**src/rtl/proc_ram_pkg.sv**
```systemverilog
// Shared types, constants and the program image for the dual-port processor RAM.
// The image is only written into the array when PROC_RAM_PRELOAD_EN is defined.
package proc_ram_pkg;

  typedef enum logic {
    INIT,
    RUN
  } state_t;

  // Selects where a port's read data comes from after a request.
  typedef enum logic [1:0] {
    SEL_ZERO,
    SEL_MEM,
    SEL_BYP
  } rd_sel_t;

  localparam int IMAGE_LEN = 32;

  localparam logic [7:0] IMAGE [IMAGE_LEN] = '{
    8'h80, 8'h7F, 8'hA4, 8'hC1, 8'hFF, 8'h00, 8'h00, 8'h00,
    8'h00, 8'h00, 8'h00, 8'h00, 8'h00, 8'h00, 8'h00, 8'h00,
    8'h00, 8'h00, 8'h00, 8'h00, 8'h00, 8'h00, 8'h00, 8'h00,
    8'h00, 8'h00, 8'h00, 8'h00, 8'h00, 8'h00, 8'h00, 8'h01
  };

  // Image word at index, zero-extended then masked to data_w bits.
  // Indexes outside the image yield zero.
  function automatic logic [63:0] image_word(input int index, input int data_w);
    logic [63:0] w;
    w = '0;
    if (index >= 0 && index < IMAGE_LEN) begin
      w = {56'b0, IMAGE[index]};
    end
    if (data_w < 64) begin
      w = w & ((64'd1 << data_w) - 64'd1);
    end
    return w;
  endfunction

endpackage

```
**src/rtl/proc_ram_array.sv**
```systemverilog
// Storage for the processor RAM: one write port and two synchronous read
// ports with registered outputs. Range checking and bypass live in the top.
module proc_ram_array #(
  parameter int DATA_W = 8,
  parameter int ADDR_W = 5,
  parameter int DEPTH  = 32
) (
  input  logic              clock,
  input  logic              we,
  input  logic [ADDR_W-1:0] waddr,
  input  logic [DATA_W-1:0] wdata,
  input  logic              a_re,
  input  logic [ADDR_W-1:0] a_raddr,
  output logic [DATA_W-1:0] a_q,
  input  logic              b_re,
  input  logic [ADDR_W-1:0] b_raddr,
  output logic [DATA_W-1:0] b_q
);

  logic [DATA_W-1:0] mem [DEPTH];

  // Single write port, shared by the init sequencer and port B.
  always_ff @(posedge clock) begin
    if (we) begin
      mem[waddr] <= wdata;
    end
  end

  // Instruction-fetch read port; output holds when not enabled.
  always_ff @(posedge clock) begin
    if (a_re) begin
      a_q <= mem[a_raddr];
    end
  end

  // Data read port; output holds when not enabled.
  always_ff @(posedge clock) begin
    if (b_re) begin
      b_q <= mem[b_raddr];
    end
  end

endmodule

```
**src/rtl/proc_ram_dp.sv**
```systemverilog
// Dual-port processor RAM: read-only fetch port A and read/write data port B
// over one array. After reset release an init sequencer rewrites every word,
// from the package program image when PROC_RAM_PRELOAD_EN is defined, or with
// zeros otherwise. Ports are ignored until ready rises.
module proc_ram_dp #(
  parameter int DATA_W = 8,
  parameter int ADDR_W = 5,
  parameter int DEPTH  = 32
) (
  input  logic              clock,
  input  logic              reset,
  output logic              ready,
  input  logic              a_en,
  input  logic [ADDR_W-1:0] a_addr,
  output logic [DATA_W-1:0] a_data,
  output logic              a_valid,
  input  logic              b_en,
  input  logic              b_we,
  input  logic [ADDR_W-1:0] b_addr,
  input  logic [DATA_W-1:0] b_wdata,
  output logic [DATA_W-1:0] b_rdata,
  output logic              b_valid
);

  import proc_ram_pkg::*;

  localparam logic [ADDR_W-1:0] LAST    = ADDR_W'(DEPTH - 1);
  localparam logic [ADDR_W:0]   DEPTH_V = (ADDR_W + 1)'(DEPTH);

  state_t            state;
  logic [ADDR_W-1:0] cnt;
  logic [DATA_W-1:0] init_word;

  logic              a_in, b_in;
  logic              a_acc, b_rd, b_wr, a_byp;
  logic              mem_we;
  logic [ADDR_W-1:0] mem_waddr;
  logic [DATA_W-1:0] mem_wdata;
  logic [DATA_W-1:0] a_mem_q, b_mem_q;
  logic [DATA_W-1:0] a_byp_q;
  rd_sel_t           a_sel, b_sel;

`ifdef PROC_RAM_PRELOAD_EN
  assign init_word = DATA_W'(image_word(int'(cnt), DATA_W));
`else
  assign init_word = '0;
`endif

  assign a_in  = ({1'b0, a_addr} < DEPTH_V);
  assign b_in  = ({1'b0, b_addr} < DEPTH_V);
  assign a_acc = ready & a_en;
  assign b_rd  = ready & b_en & ~b_we;
  assign b_wr  = ready & b_en & b_we;
  // A same-address write on port B wins over the stored word for port A.
  assign a_byp = a_acc & b_wr & a_in & (a_addr == b_addr);

  // Init sequencer: walk every word once after reset, then stay in RUN.
  always_ff @(posedge clock or negedge reset) begin
    if (!reset) begin
      state <= INIT;
      cnt   <= '0;
      ready <= 1'b0;
    end else begin
      case (state)
        INIT: begin
          cnt <= cnt + 1'b1;
          if (cnt == LAST) begin
            cnt   <= '0;
            ready <= 1'b1;
            state <= RUN;
          end
        end
        RUN: begin
          ready <= 1'b1;
        end
      endcase
    end
  end

  // Write mux: the sequencer owns the write port during INIT, port B after.
  always_comb begin
    mem_we    = 1'b0;
    mem_waddr = b_addr;
    mem_wdata = b_wdata;
    if (state == INIT) begin
      mem_we    = 1'b1;
      mem_waddr = cnt;
      mem_wdata = init_word;
    end else if (b_wr && b_in) begin
      mem_we = 1'b1;
    end
  end

  proc_ram_array #(
    .DATA_W (DATA_W),
    .ADDR_W (ADDR_W),
    .DEPTH  (DEPTH)
  ) u_array (
    .clock   (clock),
    .we      (mem_we),
    .waddr   (mem_waddr),
    .wdata   (mem_wdata),
    .a_re    (a_acc & a_in & ~a_byp),
    .a_raddr (a_addr),
    .a_q     (a_mem_q),
    .b_re    (b_rd & b_in),
    .b_raddr (b_addr),
    .b_q     (b_mem_q)
  );

  // Valid pulses and read-source selection; selections only move on a request
  // so both data outputs hold their last value between requests.
  always_ff @(posedge clock or negedge reset) begin
    if (!reset) begin
      a_valid <= 1'b0;
      b_valid <= 1'b0;
      a_sel   <= SEL_ZERO;
      b_sel   <= SEL_ZERO;
      a_byp_q <= '0;
    end else begin
      a_valid <= a_acc;
      b_valid <= b_rd;
      if (a_acc) begin
        if (a_byp) begin
          a_sel   <= SEL_BYP;
          a_byp_q <= b_wdata;
        end else if (a_in) begin
          a_sel <= SEL_MEM;
        end else begin
          a_sel <= SEL_ZERO;
        end
      end
      if (b_rd) begin
        b_sel <= b_in ? SEL_MEM : SEL_ZERO;
      end
    end
  end

  assign a_data  = (a_sel == SEL_MEM) ? a_mem_q :
                   (a_sel == SEL_BYP) ? a_byp_q : '0;
  assign b_rdata = (b_sel == SEL_MEM) ? b_mem_q : '0;

endmodule

```
**config.mk**
```make
export PLATFORM = sky130hd
export DESIGN_NAME = proc_ram_dp
export DESIGN_NICKNAME = d
export VERILOG_FILES = /design/src/rtl/proc_ram_pkg.sv /design/src/rtl/proc_ram_array.sv /design/src/rtl/proc_ram_dp.sv
export SDC_FILE = /design/constraint.sdc
export NUM_CORES = 1
export LEC_CHECK = 0
export ABC_CLOCK_PERIOD_IN_PS = 2200
export CAP_MARGIN = 5
export CORE_UTILIZATION = 41
export CTS_CLUSTER_DIAMETER = 40
export DETAILED_ROUTE_END_ITERATION = 7
export SLEW_MARGIN = 0
export SYNTH_ARGS = -nofsm -noshare
export SYNTH_HDL_FRONTEND = slang
export SYNTH_SLANG_ARGS = --single-unit
```
**constraint.sdc**
```tcl
create_clock -name clock -period 2.2 [get_ports clock]
set_clock_uncertainty 0.15 [all_clocks]
set_input_delay 0.44 -clock clock [delete_from_list [all_inputs] [get_ports clock]]
set_output_delay 0.44 -clock clock [all_outputs]
set_load 0.005 [all_outputs]
```
==> out/summary.txt <==
Syn Area/Cell: 20.8 µm²
Drt via density: 5.96
Sink Count: 292
Grt total ovfl: 0
Non-Filler Instances: 1278
TritonCTS clock tree: yes
CP Max Fanout: 14
IR drop worst, VDD: 0.503 mV
Global-route usage over all layers: 22.7%
Die ar.: 33600 µm²
Comb pwr share: 7.7%
Top-area cell type share of the netlist area: 60.5%
Final GP Congestion: 0.846
Wire length per cell: 29.2 µm
Synth-to-layout area growth: 27.0%
Initial Util: 41.6%
Worst Hold Class: input port to asynchronous set/reset pin
Fin Setup TNS: -0.0369 ns
Async set-reset flop share out of synthesis: 6.85%
Critical path endpoint category: flop
Switching power of the nets: 2.95 mW
Largest net degree at the start of global routing: 33
Yosys cell types: 37
Max-Cap Viols: 0
Register area share after synthesis: 64.2%
Post-Place Cells: 1195
Pwr/cell area: 804 nW/µm²
Pint: 10.8 mW
ANT cells: 0
Root Buffer: clkbuf_16
Mapped cell area: 13500 µm²
Least-Margin Pin Slew: 1.11 ns
Most common cell after layout, fill and taps aside: edfxtp_1
Setup violators final: 2
Via count: 7620
Cell Rows: 66
Initial antenna violation count: 1
Synthesized Nets: 673
Tmin final: 2.22 ns
Area of the multi-input gates: 4710 µm²
Predominant post-synthesis flop cell: edfxtp_1
CP max stage delay: 0.58 ns
Worst-case clock buffer depth: 3
RSZ-0062 raised after global routing: true
Initial DRC count: 690
Routed Wire Length: 37300 µm
CP startpoint kind: input port
Commonest cells after routing, fill and taps aside: edfxtp_1 (272), mux4_2 (160), buf_4 (81)
CTS clk-pin slew, worst paths: 0.06 ns
Insertion delay to the later sink of the worst-skew pair: 0.52 ns
Share of cells above drive strength 1: 49.8%
Nets: 832
Inserted Clock Buffers: 39
Fin. Hold Viols: 0
Critical path required time: 2.32 ns
Share of total power in sequential cells: 44.6%
Filler Cells Inserted: 2482
Most frequent CP cell: mux4_2
Yosys warning count: 0
Sw frac: 21.4%
Post-Syn Instances: 648
Register area: 8670 µm²
WS Path Type: input port to flop
Worst EP arrival: 2.34 ns
Synth area leaders: edfxtp_1 (61%), mux4_2 (26%), dfrtp_1 (3.7%)
Outcome: finished, violations left
Leakage Power: 5.80 nW
HPWL after DPL: 25800 µm
Dominant cell type by area after synthesis: edfxtp_1
Worst slew margin: 25.9%
Number of global-route vias before repair: 8015
Max Freq: 0.450 GHz
Fin. max-slew vios: 0
Die W: 183 µm
Number of synthesized flops with an enable pin: 272
Clk network pwr share: 47.8%
PortBufs: 41
H-Tree Depth: 2
First-pass GRT wire length: 53500 µm
Final core occ: 52.8%
Ports: 42
Crit-path cells: buf_4 -> buf_12 -> mux4_2 -> mux4_2 -> mux2_4
Period utilization: 101%
Initial DRT Pass Iterations: 7
Slowest cell on crit path: mux4_2
ANT nets after route: 0
Core Area: 32500 µm²
Final WS setup: -0.0199 ns
DR DRC count: 0
Violated checks: setup timing
Post-synthesis register bit count: 292
Die H: 183 µm
==> cell type report <==
type | count | area share, %
clock buffer | 45 | 6.07
clock inverter | 25 | 1.95
inverter | 4 | 0.0876
multi-input combinational | 306 | 27.5
sequential | 292 | 50.6
tap | 442 | 3.23
timing repair buffer | 164 | 10.6
==> metal layers <==
| layer | track usage [%] | part of all wire (%) | up-vias |
|---|---|---|---|
| met1 | 30.0 | 40 | 4036 |
| met5 | 0 | 0.035 | - |
| li1 | - | - | 3111 |
| met3 | 4.16 | 7.1 | 87 |
| met4 | 10.4 | 4.3 | 2 |
| met2 | 36.6 | 49 | 384 |
==> sequential cells by signal, summed over array words and instances, names as in the netlist, 2 cells and up <==
signal       count
a_byp_q          8
u_array.b_q      8
a_sel            2
u_array.a_q      8
cnt              5
u_array.mem    256
==> power by group through the flow <==
stage	Sequential, mW	Clock [mW]	Combinational, mW
finish	6.14	6.58	1.06
global route	6.14	6.88	1.11
CTS	6.14	6.65	1.07
detailed placement	6.26	0	1.06
global placement	6.26	0	1.04
floorplan	6.24	0	0.651
==> final timing paths <==
| check | startpoint | end | slack, ns | cells past startpoint |
|---|---|---|---|---|
| max in group asynchronous | reset | b_sel[0] | 1.53 | 2 |
| worst max-delay path | a_addr[0] | u_array.a_q[5] | -0.02 | 5 |
| worst min register to register | a_byp_q[1] | a_byp_q[1] | 0.35 | 1 |
| worst min-delay path | reset | state | 0.13 | 2 |
| min in group clock | a_byp_q[1] | a_byp_q[1] | 0.35 | 1 |
| worst max register to register | u_array.mem[31][5] | u_array.a_q[5] | -0.02 | 3 |
==> stage by stage <==
| step | setup slack (ns) | instance area [µm²] | hold slack [ns] | power, mW |
|---|---|---|---|---|
| floorplan | -0.218 | 13800 | -0.00559 | 6.89 |
| detailed placement | -0.535 | 15600 | 0.334 | 7.32 |
| CTS | -0.129 | 17100 | 0.130 | 13.9 |
| global placement | -0.534 | 15600 | 0.329 | 7.29 |
| finish | -0.0199 | 17100 | 0.131 | 13.8 |
| global route | -0.0715 | 17100 | 0.166 | 14.1 |
==> critical path: cells and delay by family <==
family	cells	cell delay, ns
buffers and inverters	2	0.44
muxes	3	1.42
==> logic make-up (layout without fill, tap and decap cells) <==
logic type | Yosys count | in the layout | share of synthesized area, %
buffers and inverters | 50 | 238 | 1.85
xor gates and xnor gates | 5 | 5 | 0.325
AOI/OAI and AO/OA | 22 | 22 | 1.16
DFF | 292 | 292 | 64.2
muxes | 190 | 190 | 29.2
adders and majority gates | 2 | 2 | 0.185
and+or+nand+nor | 87 | 87 | 3.00
==> cells in the mapped netlist (3+ instances only) <==
master and number:
xor2_1 3, a22o_1 8, nor2_1 38, o21ai_1 5
mux4_2 158, clkbuf_1 17, edfxtp_1 272, nand2_1 16
nand3_1 3, dfrtp_1 20, and2_1 18, mux2_2 20
mux2_1 8, inv_1 4, buf_2 13, buf_1 11
buf_6 3
==> repair_timing <==
action | in CTS | in global routing
pin swaps | 8 | 2
cloned | 0 | 0
resized for setup | 28 | 11
buffers inserted | 11 | 3
hold buffers | 0 | 0
endpoints found under the setup margin | 19 | 15
(Power assumes the default switching activity.)
